File: src/rtl/uart_mmio_if.sv
// -----------------------------------------------------------------------------
// uart_mmio_if
// CPU data-bus slice seen by the UART peripheral: chip select, read/write
// strobes (all active low), byte address, write data and read data.
//   master : CPU side / address decoder (drives strobes, address, write data)
//   slave  : peripheral side (drives DataOut)
// -----------------------------------------------------------------------------
interface uart_mmio_if;
  logic        CS_N;
  logic        RD_N;
  logic        WR_N;
  logic [11:0] Addr;
  logic [31:0] DataIn;
  logic [31:0] DataOut;

  modport master (
    output CS_N, RD_N, WR_N, Addr, DataIn,
    input  DataOut
  );

  modport slave (
    input  CS_N, RD_N, WR_N, Addr, DataIn,
    output DataOut
  );
endinterface

File: src/rtl/uart_mmio.sv
// -----------------------------------------------------------------------------
// uart_mmio
// Memory-mapped 8N1 UART: one transmitter, one receiver, programmable bit
// period, sticky status flags and a registered level interrupt.
//
// Ports
//   clk       system clock
//   reset     asynchronous, active-high reset
//   bus       CPU bus slice (slave modport); DataOut is combinational, 0 when
//             the block is not selected
//   Intr      level interrupt, registered
//   UART_TXD  serial transmit, idles high
//   UART_RXD  serial receive, asynchronous to clk
//
// Register map (Addr[3:2])
//   0 DATA     wr [7:0] = TX byte (ignored while tx_busy) / rd {24'b0, rx_byte}
//   1 STATUS   rd {ferr, ovr, tx_busy, rx_valid}; read clears ovr and ferr
//   2 CTRL     [0] rx_ie, [1] tx_ie
//   3 BAUDDIV  [DIV_W-1:0] clocks per bit, writes below 4 stored as 4
//
// TX FSM
//   state    | meaning
//   TX_IDLE  | line high, waiting for a DATA write
//   TX_START | driving start bit (0) for tx_div clocks
//   TX_DATA  | driving 8 data bits, LSB first, tx_div clocks each
//   TX_STOP  | driving stop bit (1); tx_busy drops when it ends
//
// RX FSM
//   state    | meaning
//   RX_IDLE  | waiting for a falling edge on the synchronized line
//   RX_START | counting to the start-bit midpoint; high there = glitch
//   RX_DATA  | sampling 8 data bits one bit period apart, LSB first
//   RX_STOP  | sampling the stop bit; completion delivers the byte
// -----------------------------------------------------------------------------
module uart_mmio #(
  parameter int DEFAULT_DIV = 434,
  parameter int DIV_W       = 16
) (
  input  logic        clk,
  input  logic        reset,
  uart_mmio_if.slave  bus,
  output logic        Intr,
  output logic        UART_TXD,
  input  logic        UART_RXD
);

  localparam logic [1:0]       A_DATA   = 2'd0;
  localparam logic [1:0]       A_STATUS = 2'd1;
  localparam logic [1:0]       A_CTRL   = 2'd2;
  localparam logic [1:0]       A_BAUD   = 2'd3;
  localparam logic [DIV_W-1:0] DIV_ONE  = DIV_W'(1);
  localparam logic [DIV_W-1:0] DIV_MIN  = DIV_W'(4);

  typedef enum logic [1:0] {TX_IDLE, TX_START, TX_DATA, TX_STOP} tx_state_t;
  typedef enum logic [1:0] {RX_IDLE, RX_START, RX_DATA, RX_STOP} rx_state_t;

  // ---------------------------------------------------------------------------
  // Bus decode
  // ---------------------------------------------------------------------------
  logic             w_sel, w_wr, w_rd;
  logic [1:0]       w_reg;
  logic             w_wr_data, w_wr_ctrl, w_wr_baud;
  logic             w_rd_data, w_rd_stat;
  logic [DIV_W-1:0] w_div_in, w_div_clamped;
  logic             w_unused;

  assign w_sel     = ~bus.CS_N;
  assign w_wr      = w_sel & ~bus.WR_N;
  // A read needs WR_N high so a simultaneous write strobe never triggers
  // read side effects.
  assign w_rd      = w_sel & ~bus.RD_N & bus.WR_N;
  assign w_reg     = bus.Addr[3:2];
  assign w_wr_data = w_wr && (w_reg == A_DATA);
  assign w_wr_ctrl = w_wr && (w_reg == A_CTRL);
  assign w_wr_baud = w_wr && (w_reg == A_BAUD);
  assign w_rd_data = w_rd && (w_reg == A_DATA);
  assign w_rd_stat = w_rd && (w_reg == A_STATUS);

  assign w_div_in      = bus.DataIn[DIV_W-1:0];
  assign w_div_clamped = (w_div_in < DIV_MIN) ? DIV_MIN : w_div_in;

  assign w_unused = &{1'b0, bus.Addr[11:4], bus.Addr[1:0], bus.DataIn[31:DIV_W]};

  // ---------------------------------------------------------------------------
  // Registers and flags
  // ---------------------------------------------------------------------------
  logic [1:0]       r_ctrl;
  logic [DIV_W-1:0] r_div;
  logic [7:0]       r_rx_byte;
  logic             r_rx_valid, r_ovr, r_ferr, r_intr;

  // TX state
  tx_state_t        r_tx_state;
  logic [DIV_W-1:0] r_tx_div, r_tx_cnt;
  logic [7:0]       r_tx_shift;
  logic [2:0]       r_tx_bit;
  logic             r_tx_busy, r_txd;

  // RX state
  rx_state_t        r_rx_state;
  logic [DIV_W-1:0] r_rx_div, r_rx_cnt;
  logic [7:0]       r_rx_shift;
  logic [2:0]       r_rx_bit;
  logic             r_rxd_s1, r_rxd_s2, r_rxd_s3;

  // Completion is decoded combinationally so delivery, the overrun decision
  // and a concurrent DATA read all resolve on the same edge.
  logic w_rx_done;
  assign w_rx_done = (r_rx_state == RX_STOP) && (r_rx_cnt == '0);

  // ---------------------------------------------------------------------------
  // Read data mux
  // ---------------------------------------------------------------------------
  always_comb begin
    bus.DataOut = 32'd0;
    if (w_sel) begin
      unique case (w_reg)
        A_DATA:   bus.DataOut = {24'd0, r_rx_byte};
        A_STATUS: bus.DataOut = {28'd0, r_ferr, r_ovr, r_tx_busy, r_rx_valid};
        A_CTRL:   bus.DataOut = {30'd0, r_ctrl};
        A_BAUD:   bus.DataOut = {{(32-DIV_W){1'b0}}, r_div};
        default:  bus.DataOut = 32'd0;
      endcase
    end
  end

  // ---------------------------------------------------------------------------
  // Config registers, RX delivery, flags, interrupt
  // ---------------------------------------------------------------------------
  always_ff @(posedge clk or posedge reset) begin
    if (reset) begin
      r_ctrl     <= 2'd0;
      r_div      <= DIV_W'(DEFAULT_DIV);
      r_rx_byte  <= 8'd0;
      r_rx_valid <= 1'b0;
      r_ovr      <= 1'b0;
      r_ferr     <= 1'b0;
      r_intr     <= 1'b0;
    end else begin
      if (w_wr_ctrl) r_ctrl <= bus.DataIn[1:0];
      if (w_wr_baud) r_div  <= w_div_clamped;

      // Clear first so a flag raised on the same edge survives the read.
      if (w_rd_stat) begin
        r_ovr  <= 1'b0;
        r_ferr <= 1'b0;
      end

      if (w_rx_done) begin
        // A DATA read on the completion edge frees the holding register,
        // so the new byte replaces the old one without an overrun.
        if (!r_rx_valid || w_rd_data) begin
          r_rx_byte  <= r_rx_shift;
          r_rx_valid <= 1'b1;
        end else begin
          r_ovr <= 1'b1;
        end
        if (!r_rxd_s2) r_ferr <= 1'b1;
      end else if (w_rd_data) begin
        r_rx_valid <= 1'b0;
      end

      r_intr <= (r_rx_valid & r_ctrl[0]) | (~r_tx_busy & r_ctrl[1]);
    end
  end

  // ---------------------------------------------------------------------------
  // TX FSM
  // ---------------------------------------------------------------------------
  always_ff @(posedge clk or posedge reset) begin
    if (reset) begin
      r_tx_state <= TX_IDLE;
      r_tx_div   <= '0;
      r_tx_cnt   <= '0;
      r_tx_shift <= 8'd0;
      r_tx_bit   <= 3'd0;
      r_tx_busy  <= 1'b0;
      r_txd      <= 1'b1;
    end else begin
      unique case (r_tx_state)
        TX_IDLE: begin
          if (w_wr_data) begin
            r_tx_shift <= bus.DataIn[7:0];
            r_tx_div   <= r_div;
            r_tx_cnt   <= r_div - DIV_ONE;
            r_tx_busy  <= 1'b1;
            r_txd      <= 1'b0;
            r_tx_state <= TX_START;
          end
        end
        TX_START: begin
          if (r_tx_cnt == '0) begin
            r_txd      <= r_tx_shift[0];
            r_tx_cnt   <= r_tx_div - DIV_ONE;
            r_tx_bit   <= 3'd0;
            r_tx_state <= TX_DATA;
          end else begin
            r_tx_cnt <= r_tx_cnt - DIV_ONE;
          end
        end
        TX_DATA: begin
          if (r_tx_cnt == '0) begin
            r_tx_cnt <= r_tx_div - DIV_ONE;
            if (r_tx_bit == 3'd7) begin
              r_txd      <= 1'b1;
              r_tx_state <= TX_STOP;
            end else begin
              r_tx_shift <= {1'b0, r_tx_shift[7:1]};
              r_txd      <= r_tx_shift[1];
              r_tx_bit   <= r_tx_bit + 3'd1;
            end
          end else begin
            r_tx_cnt <= r_tx_cnt - DIV_ONE;
          end
        end
        TX_STOP: begin
          if (r_tx_cnt == '0) begin
            r_tx_busy  <= 1'b0;
            r_tx_state <= TX_IDLE;
          end else begin
            r_tx_cnt <= r_tx_cnt - DIV_ONE;
          end
        end
        default: r_tx_state <= TX_IDLE;
      endcase
    end
  end

  // ---------------------------------------------------------------------------
  // RX synchronizer and FSM
  // ---------------------------------------------------------------------------
  always_ff @(posedge clk or posedge reset) begin
    if (reset) begin
      r_rxd_s1   <= 1'b1;
      r_rxd_s2   <= 1'b1;
      r_rxd_s3   <= 1'b1;
      r_rx_state <= RX_IDLE;
      r_rx_div   <= '0;
      r_rx_cnt   <= '0;
      r_rx_shift <= 8'd0;
      r_rx_bit   <= 3'd0;
    end else begin
      r_rxd_s1 <= UART_RXD;
      r_rxd_s2 <= r_rxd_s1;
      // s3 is only the previous synchronized value, for edge detection.
      r_rxd_s3 <= r_rxd_s2;

      unique case (r_rx_state)
        RX_IDLE: begin
          // Falling edge only: a line stuck low after a bad stop bit must
          // return high before another frame is accepted.
          if (r_rxd_s3 && !r_rxd_s2) begin
            r_rx_div   <= r_div;
            r_rx_cnt   <= (r_div >> 1) - DIV_ONE;
            r_rx_state <= RX_START;
          end
        end
        RX_START: begin
          if (r_rx_cnt == '0) begin
            if (r_rxd_s2) begin
              r_rx_state <= RX_IDLE;
            end else begin
              r_rx_cnt   <= r_rx_div - DIV_ONE;
              r_rx_bit   <= 3'd0;
              r_rx_state <= RX_DATA;
            end
          end else begin
            r_rx_cnt <= r_rx_cnt - DIV_ONE;
          end
        end
        RX_DATA: begin
          if (r_rx_cnt == '0) begin
            r_rx_shift <= {r_rxd_s2, r_rx_shift[7:1]};
            r_rx_cnt   <= r_rx_div - DIV_ONE;
            if (r_rx_bit == 3'd7) r_rx_state <= RX_STOP;
            else                  r_rx_bit   <= r_rx_bit + 3'd1;
          end else begin
            r_rx_cnt <= r_rx_cnt - DIV_ONE;
          end
        end
        RX_STOP: begin
          if (r_rx_cnt == '0) r_rx_state <= RX_IDLE;
          else                r_rx_cnt   <= r_rx_cnt - DIV_ONE;
        end
        default: r_rx_state <= RX_IDLE;
      endcase
    end
  end

  assign Intr     = r_intr;
  assign UART_TXD = r_txd;

endmodule
File: src/flat_wrapper.sv
// flat-port wrapper written by rule: the top's interface ports become plain ports
module uart_mmio_flat 
#(
  parameter int DEFAULT_DIV = 434,
  parameter int DIV_W       = 16
)
  (clk, reset, Intr, UART_TXD, UART_RXD, bus_CS_N, bus_RD_N, bus_WR_N, bus_Addr, bus_DataIn, bus_DataOut);
  uart_mmio_if bus_i ();
  input  logic clk;
  input  logic reset;
  output logic Intr;
  output logic UART_TXD;
  input  logic UART_RXD;
  input wire logic [$bits(bus_i.CS_N)-1:0] bus_CS_N;
  input wire logic [$bits(bus_i.RD_N)-1:0] bus_RD_N;
  input wire logic [$bits(bus_i.WR_N)-1:0] bus_WR_N;
  input wire logic [$bits(bus_i.Addr)-1:0] bus_Addr;
  input wire logic [$bits(bus_i.DataIn)-1:0] bus_DataIn;
  output wire logic [$bits(bus_i.DataOut)-1:0] bus_DataOut;
  assign bus_i.CS_N = bus_CS_N;
  assign bus_i.RD_N = bus_RD_N;
  assign bus_i.WR_N = bus_WR_N;
  assign bus_i.Addr = bus_Addr;
  assign bus_i.DataIn = bus_DataIn;
  assign bus_DataOut = bus_i.DataOut;
  uart_mmio #(.DEFAULT_DIV(DEFAULT_DIV), .DIV_W(DIV_W)) u_core (.clk(clk), .reset(reset), .bus(bus_i), .Intr(Intr), .UART_TXD(UART_TXD), .UART_RXD(UART_RXD));
endmodule
File: config.mk
export PLATFORM = sky130hd
export DESIGN_NAME = uart_mmio_flat
export DESIGN_NICKNAME = d
export VERILOG_FILES = /design/src/rtl/uart_mmio_if.sv /design/src/rtl/uart_mmio.sv /design/src/flat_wrapper.sv
export SDC_FILE = /design/constraint.sdc
export NUM_CORES = 1
export LEC_CHECK = 0
export CORE_MARGIN = 3
export CORE_UTILIZATION = 39
export CTS_BUF_LIST = sky130_fd_sc_hd__clkbuf_4 sky130_fd_sc_hd__clkbuf_8
export DETAILED_ROUTE_END_ITERATION = 8
export GPL_ROUTABILITY_DRIVEN = 0
export HOLD_SLACK_MARGIN = 0.1
export PLACE_DENSITY = 0.67
export SETUP_SLACK_MARGIN = 0.02
export SLEW_MARGIN = 20
export SYNTH_ARGS = -nofsm -noshare
export SYNTH_HDL_FRONTEND = slang
export SYNTH_SLANG_ARGS = --single-unit
File: constraint.sdc
create_clock -name clk -period 4.8 [get_ports clk]
set_input_delay 0.96 -clock clk [delete_from_list [all_inputs] [get_ports clk]]
set_output_delay 0.96 -clock clk [all_outputs]
set_load 0.03 [all_outputs]
==> impl_metrics.ini, run 1 <==
[status]
status = completed

[pwr]
ir_drop_uv = 325
pwr-share-seq_pct = 40.1
cellLeakagePower_nw = 3.67
p_sw_mw = 1.47
power_density_nw_per_um2 = 425
pwr-share-comb_pct = 33.9
p_clk_share_pct = 26.0
p_int_mw = 2.26
sw_frac_of_total_pct = 39.4

[synthesis]
synth_cells = 837
synth_ff_type = dfrtp_1
seq_area_frac_synth_pct = 40.1
synth_edf_count = 0
synthesis.area_um2 = 7830
synth-async-reset-ratio_pct = 100
synth-seq-cells = 125
yosys_warnings = 0
syn_avg_cell_area_um2 = 9.36
yosysUniqueCellTypes = 73

[global_route]
grt_overflow_total = 0
grt_max_degree = 75
antenna_found_initial = 0
grt_pass1_vias = 6061
grt_usage_pct = 18.3
grt_pass1_wl_um = 32100

[floorplanning]
dieArea_um2 = 21800
die_h_um = 148
io_pins = 84
start_util_pct = 40.0
core_um2 = 19600
rows = 51
dieWidth_um = 148

[setup_path]
required_ps = 3840
cp_cell_sequence = clkdlybuf4s50_1 -> nand2_1 -> nor2_1 -> and2_1 -> clkdlybuf4s50_1
worst-path-buf-inv = 2
reg2regPathDepth = 7
critical_path_arrival_ps = 3270
critical-path-top-delay-family = buffers and inverters
path_class = primary input to output pin
worstPathMaxFanout = 11
r2r_slack_ps = 1370
crit_slowest_cell = clkdlybuf4s50_1
reg2reg_from = u_core.r_rx_cnt[0]$_DFFE_PP0P_
cp_common_cell = clkdlybuf4s50_1
rr_endpoint = u_core.r_rx_byte[3]$_DFFE_PP0P_
end_kind = output pin
cp-start-kind = primary input
crit_path_max_incr_delay_ps = 730

[finish]
drive_gt1_share_pct = 15.0
mostFrequentLayoutCells = 116 x dfrtp_1, 76 x nand2_1, 59 x mux2_2, 59 x nor2_1, 55 x o21ai_0
n_fill_cell = 1924
mostFrequentLayoutCell = dfrtp_1
syn_to_final_growth_pct = 12.3
final_nets = 923
multiInputGateArea_um2 = 4330
final_core_util_pct = 44.9
diodes = 0
seq_area_um2 = 3140
post_layout_nonfiller_instances = 1132

[hold_path]
hold_start = u_core.r_rxd_s1$_DFF_PP1_
holdCritPathClass = flip-flop to flip-flop
holdPathStages = 0
holdPathEnd = u_core.r_rxd_s2$_DFF_PP1_

[timing]
setup-tns-final_ps = 0
worstMarginPinSlew_ps = 991
relSlewSlack_pct = 33.3
period_needed_ps = 4230
fmax_mhz = 236
rsz0062_at_grt = false
setup_viol = 0
hold_violations = 0
clock-skew-final_ps = 13.1
slew_viol_final = 0
period_share_pct = 88.1

[clocking]
cts.sinks = 125
ctsResizeCount = 0
clock_latency_ps = 450
cts_max_level = 4
cts_setup_buffers = 0
cts_tree = built
ctsRootBufferMaster = clkbuf_8
cts_max_path_buffers = 2
cts_hold_buf = 0
cts_buffers = 17
cts.clk_slew.worst_paths_ps = 80

[placed_design]
port_buffers = 41
hpwl_um = 13900
dp_cells = 1100

[detailed_routing]
dr.max_layer_used = met4
drtIter0Drc = 539
ant_nets = 0
num_vias = 6342
m1WireLength_um = 9540
drc = 0
wl_met2_um = 8560
wl_per_cell_um = 17.2
dr.pass1.iters = 5
route.met3.wl_um = 1130
routed_wl_um = 19500
vias_per_cell = 5.60

[flow_run]
cap_violations = 0
[per-layer routing]
metal  track usage, %  up-vias
met5                0        -
met1             27.6     3095
met3             3.40       20
met4             5.03        0
met2             27.1      195
li1                 -     3032
[cells by family after synthesis]
| logic type | after synthesis | synth area share [%] |
|---|---|---|
| buffers and inverters | 95 | 5.46 |
| muxes | 72 | 10.5 |
| xor gates and xnor gates | 59 | 6.60 |
| and+or+nand+nor | 269 | 17.3 |
| AOI/OAI and AO/OA | 197 | 17.0 |
| other | 1 | 0.0479 |
| adders and majority gates | 19 | 3.03 |
| DFF | 125 | 40.1 |
[per-stage QoR]
stage	setup WS (ps)	hold WS (ps)	cell area [um^2]	total power, mW
final	570	359	8800	3.74
after global routing	472	369	8800	3.98
after CTS	594	360	8800	3.76
after detailed placement	591	347	8390	2.78
after global placement	682	345	8390	2.75
after floorplan	527	345	7890	2.44
[final cells by class]
cell class	instances	area share, %
inverter	26	1.14
clock inverter	15	1.99
sequential	125	35.7
timing repair buffer	52	5.60
tap	265	3.77
clock buffer	17	2.66
multi-input combinational	632	49.2
[state kept, by name, summed over array words and instances (netlist names), 2 cells and up, named ones only]
name	flops
u_core.r_rx_bit	3
u_core.r_tx_state	2
u_core.r_div	16
u_core.r_tx_cnt	16
u_core.r_tx_shift	8
u_core.r_rx_shift	8
u_core.r_ctrl	2
u_core.r_tx_div	16
u_core.r_rx_cnt	16
u_core.r_rx_byte	8
u_core.r_tx_bit	3
u_core.r_rx_div	16
[cells in the mapped netlist, drive strengths merged, types with 3 or more instances]
library cell / number / area (um^2)
o211ai: 5 / 37.5
and2: 12 / 75.1
inv: 25 / 93.8
a22oi: 6 / 45.0
a211oi: 4 / 30.0
or2: 5 / 31.3
a221oi: 3 / 26.3
a21boi: 3 / 22.5
nand3: 17 / 85.1
nand2b: 3 / 18.8
a211o: 3 / 26.3
o221ai: 5 / 43.8
a21o: 5 / 37.5
mux2: 59 / 664
buf: 24 / 161
o21ai: 56 / 280
xnor2: 29 / 254
nand3b: 4 / 30.0
clkbuf: 45 / 169
nand2: 77 / 292
a21oi: 39 / 195
nor4: 16 / 113
o31ai: 16 / 139
nor4b: 4 / 35.0
mux2i: 11 / 110
dfrtp: 116 / 2900
dfstp: 9 / 236
a22o: 16 / 140
or4: 15 / 116
and3: 3 / 18.8
o31a: 6 / 52.6
o22ai: 7 / 43.8
or3: 11 / 68.8
nor3: 30 / 160
a221o: 3 / 30.0
ha: 19 / 238
nor2: 60 / 228
xor2: 30 / 263
nor2b: 6 / 37.5
[power by group through the flow]
| stage | logic, mW | clock network (mW) | registers [mW] |
|---|---|---|---|
| after floorplan | 1.04 | 0 | 1.39 |
| after global placement | 1.24 | 0 | 1.51 |
| after detailed placement | 1.26 | 0 | 1.52 |
| after CTS | 1.26 | 0.995 | 1.50 |
| after global routing | 1.41 | 1.04 | 1.53 |
| final | 1.27 | 0.970 | 1.50 |
[worst max-delay path by stage]
stage	start	endpoint	slack, ps	cells past startpoint
2_1_floorplan	reset	async pin	530	1
3_3_place_gp	bus_Addr[2]	bus_DataOut[11]	680	5
3_5_place_dp	bus_Addr[2]	bus_DataOut[8]	590	5
4_1_cts	bus_Addr[2]	bus_DataOut[8]	590	5
5_1_grt	bus_Addr[2]	bus_DataOut[8]	470	5
6_report	bus_Addr[2]	bus_DataOut[8]	570	5
Power figures use the tool's default switching activity.
==> run 2: changes to the inputs <==
Settings changed: CTS_BUF_LIST sky130_fd_sc_hd__clkbuf_4 sky130_fd_sc_hd__clkbuf_8 to default, PLACE_DENSITY 0.67 to 0.58.
==> impl_metrics.ini, run 2 (synthesis gave the netlist of run 1 again) <==
[global_route]
grt_max_degree = 68
grt_pass1_wl_um = 32100
antenna_found_initial = 0
grt_overflow_total = 0
grt_usage_pct = 18.5
grt_pass1_vias = 5935

[setup_path]
path_class = primary input to output pin
cp_common_cell = clkdlybuf4s50_1
crit_path_max_incr_delay_ps = 720
crit_cells = 5
cp_cell_sequence = clkdlybuf4s50_1 -> nand2_1 -> nor2_1 -> and2_1 -> clkdlybuf4s50_1
critical-path-top-delay-family = buffers and inverters
worst-path-buf-inv = 2
required_ps = 3840
cp-start-kind = primary input
critical_path_arrival_ps = 3220
worstPathMaxFanout = 11
crit_slowest_cell = clkdlybuf4s50_1
end_kind = output pin
reg2regPathDepth = 8

[pwr]
ir_drop_uv = 262
cellLeakagePower_nw = 3.77
power_density_nw_per_um2 = 454

[hold_path]
holdPathStages = 0
holdCritPathClass = flip-flop to flip-flop

[finish]
mostFrequentLayoutCell = dfrtp_1
final_nets = 923
diodes = 0
drive_gt1_share_pct = 15.0
mostFrequentLayoutCells = 116 x dfrtp_1, 76 x nand2_1, 59 x mux2_2, 59 x nor2_1, 55 x o21ai_0
syn_to_final_growth_pct = 14.9
fin_area_um2 = 9000

[clocking]
cts_tree = built
cts.clk_slew.worst_paths_ps = 60
cts.sinks = 125
ctsResizeCount = 0
clock_latency_ps = 430
ctsRootBufferMaster = clkbuf_16
cts_max_level = 4
cts_hold_buf = 0
cts_setup_buffers = 0
cts_buffers = 17
cts_max_path_buffers = 2

[floorplanning]
rows = 51
start_util_pct = 40.0
die_h_um = 148
dieWidth_um = 148
core_um2 = 19600
io_pins = 84
dieArea_um2 = 21800

[timing]
worstMarginPinSlew_ps = 1090
setup_ws_ps = 623
period_share_pct = 87.0
hold_violations = 0
slew_viol_final = 0
period_needed_ps = 4180
setup_viol = 0
clock-skew-final_ps = 12.2
whs_ps = 354
rsz0062_at_grt = false
relSlewSlack_pct = 26.5
fmax_mhz = 239
setup-tns-final_ps = 0

[placed_design]
port_buffers = 41
preCtsSetupSlack_ps = 648
placed_area_um2 = 8400
hpwl_um = 14100

[detailed_routing]
dr.pass1.iters = 5
wl_per_cell_um = 17.7
drtIter0Drc = 442
ant_nets = 0
routed_wl_um = 20000
vias_per_cell = 5.57
drc = 0
num_vias = 6303

[status]
status = completed

[flow_run]
cap_violations = 0
## run 2: cell count changes in the layout (fill, tap and decap cells not counted), moves of 2 or more
cell,change
clkinv_4,+3
inv_6,-2
inv_8,-2
clkbuf_8,-16
clkbuf_16,+17
## run 2: area by class of cell
cell class | count | area, um^2
Clock buffer | 18 | 439
Clock inverter | 14 | 159
Fill cell | 1910 | 10600
Inverter | 26 | 100
Multi-Input combinational cell | 632 | 4330
Sequential cell | 125 | 3140
Tap cell | 265 | 332
Timing Repair Buffer | 52 | 505
## run 2: per-layer routing
| layer | vias up | wire, um | GRT usage, % |
|---|---|---|---|
| met1 | 3080 | 10100 | 28.1 |
| met3 | 17 | 1250 | 4.35 |
| met5 | - | 0 | 0 |
| li1 | 3031 | - | - |
| met4 | 0 | 140 | 4.10 |
| met2 | 175 | 8530 | 26.9 |
## run 2: per-stage QoR
stage               util (%)  instances  total power [mW]
finish                  46.0       1132              4.09
global route            46.0       1132              4.32
CTS                     46.0       1132              4.11
detailed placement      42.9       1100              2.78
global placement        42.9       1100              2.77
floorplan                  -        852              2.44
## run 2: worst paths after layout
path                                                 from  slack (ps)                              to
max in group asynchronous                           reset        2860       u_core.r_rxd_s1$_DFF_PP1_
min reg2reg                     u_core.r_rxd_s1$_DFF_PP1_         350       u_core.r_rxd_s2$_DFF_PP1_
min in group asynchronous                           reset        1070  u_core.r_tx_bit[1]$_DFFE_PP0P_
min                             u_core.r_rxd_s1$_DFF_PP1_         350       u_core.r_rxd_s2$_DFF_PP1_
max reg2reg                u_core.r_rx_cnt[0]$_DFFE_PP0P_        1520  u_core.r_rx_cnt[3]$_DFFE_PP0P_
max                                           bus_Addr[2]         620                  bus_DataOut[9]
## run 2: worst reg2reg max path, delay by kind of cell (launching register included)
kind | cells | cell delay, ps
AOI/OAI and AO/OA | 3 | 1110
adders and majority gates | 1 | 200
buffers and inverters | 1 | 110
DFF | 1 | 410
and+or+nand+nor | 3 | 1340
## run 2: power by group
group | leakage (nW) | internal, mW | switching [mW] | total (mW)
clock | 0.288 | 0.788 | 0.522 | 1.31
combinational | 1.89 | 0.541 | 0.727 | 1.27
sequential | 1.59 | 1.25 | 0.261 | 1.51
total | 3.77 | 2.58 | 1.51 | 4.09
==> run 3: changes to the inputs <==
Settings changed: CORE_ASPECT_RATIO from default to 1.1, CTS_CLUSTER_DIAMETER from default to 150.
==> impl_metrics.ini, run 3 (synthesis gave the netlist of run 1 again) <==
[status]
status = completed

[pwr]
p_total_mw = 4.10
power_density_nw_per_um2 = 457
ir_drop_uv = 267
cellLeakagePower_nw = 3.76

[clocking]
ctsRootBufferMaster = clkbuf_16
cts.clk_slew.worst_paths_ps = 60
clock_latency_ps = 430
cts_setup_buffers = 0
cts.sinks = 125
cts_tree = built
cts_max_level = 4
cts_hold_buf = 0
ctsResizeCount = 0
cts_max_path_buffers = 2
cts_buffers = 17

[global_route]
grt_max_degree = 71
grt_usage_pct = 18.9
grt_overflow_total = 0
antenna_found_initial = 0
grt_pass1_wl_um = 33000
grt_pass1_vias = 6059

[floorplanning]
core_um2 = 19400
dieArea_um2 = 21800
dieWidth_um = 141
die_h_um = 155
io_pins = 84
start_util_pct = 40.3
rows = 53

[detailed_routing]
dr.pass1.iters = 5
ant_nets = 0
drc = 0
routed_wl_um = 20200
wl_per_cell_um = 18.1
drtIter0Drc = 455
num_vias = 6220
vias_per_cell = 5.59

[finish]
final_core_util_pct = 46.1
mostFrequentLayoutCells = 116 x dfrtp_1, 76 x nand2_1, 59 x mux2_2, 59 x nor2_1, 55 x o21ai_0
fin_area_um2 = 8970
diodes = 0
post_layout_nonfiller_instances = 1112
syn_to_final_growth_pct = 14.5
mostFrequentLayoutCell = dfrtp_1
drive_gt1_share_pct = 14.8
final_nets = 921

[timing]
relSlewSlack_pct = 24.2
setup-tns-final_ps = 0
rsz0062_at_grt = false
clock-skew-final_ps = 6.22
period_share_pct = 86.2
setup_viol = 0
hold_violations = 0
fmax_mhz = 242
slew_viol_final = 0
period_needed_ps = 4140
worstMarginPinSlew_ps = 1130

[setup_path]
path_class = primary input to output pin
required_ps = 3840
end_kind = output pin
worstPathMaxFanout = 11
critical_path_arrival_ps = 3180
cp-start-kind = primary input

[placed_design]
port_buffers = 41
dp_cells = 1080
placed_area_um2 = 8370
hpwl_um = 14300

[hold_path]
holdCritPathClass = flip-flop to flip-flop

[flow_run]
cap_violations = 0
run 3: final cells by class:
class / count / area, um^2
clock buffers: 18 / 439
well taps: 247 / 309
flip-flops and latches: 125 / 3140
fillers: 1880 / 10500
clock inverters: 14 / 160
repair buffers: 50 / 490
multi-input cells: 632 / 4330
inverters: 26 / 100
run 3: per-stage QoR:
step                      setup slack [ps]  hold slack [ps]
after CTS                              590              361
final                                  664              358
after global routing                   514              361
after detailed placement               592              352
after floorplan                        527              345
after global placement                 634              348
run 3: report_power, final:
group	leakage [nW]	internal, mW	total (mW)	switching [mW]
logic	1.88	0.540	1.27	0.726
clock network	0.286	0.789	1.32	0.534
registers	1.59	1.25	1.51	0.260
total	3.76	2.58	4.10	1.52
run 3: routing by layer:
metal	part of all wire (%)	vias to the layer above	GRT usage (%)	wire length, um
li1	-	3033	-	-
met3	3.2	32	3.65	636
met1	45	3033	24.6	9080
met2	49	122	31.5	9930
met5	0	-	0	0
met4	2.6	0	6.28	527
run 3: path summary, 6_finish.rpt:
path	from	to	slack, ps	depth (start not counted)
max in group asynchronous	reset	u_core.UART_TXD$_DFFE_PP1P_	2900	3
worst max register to register	u_core.r_rx_cnt[0]$_DFFE_PP0P_	u_core.r_rx_cnt[10]$_DFFE_PP0P_	1540	8
worst min-delay path	u_core.r_rxd_s1$_DFF_PP1_	u_core.r_rxd_s2$_DFF_PP1_	360	0
worst max-delay path	bus_Addr[2]	bus_DataOut[11]	660	5
min in group asynchronous	reset	u_core.r_rx_bit[0]$_DFFE_PP0P_	1010	2
worst min register to register	u_core.r_rxd_s1$_DFF_PP1_	u_core.r_rxd_s2$_DFF_PP1_	360	0
run 3: critical path: stages:
cell and delay, ps:
clkdlybuf4s50_1 720, nand2_1 140, nor2_1 460, and2_1 210, clkdlybuf4s50_1 680
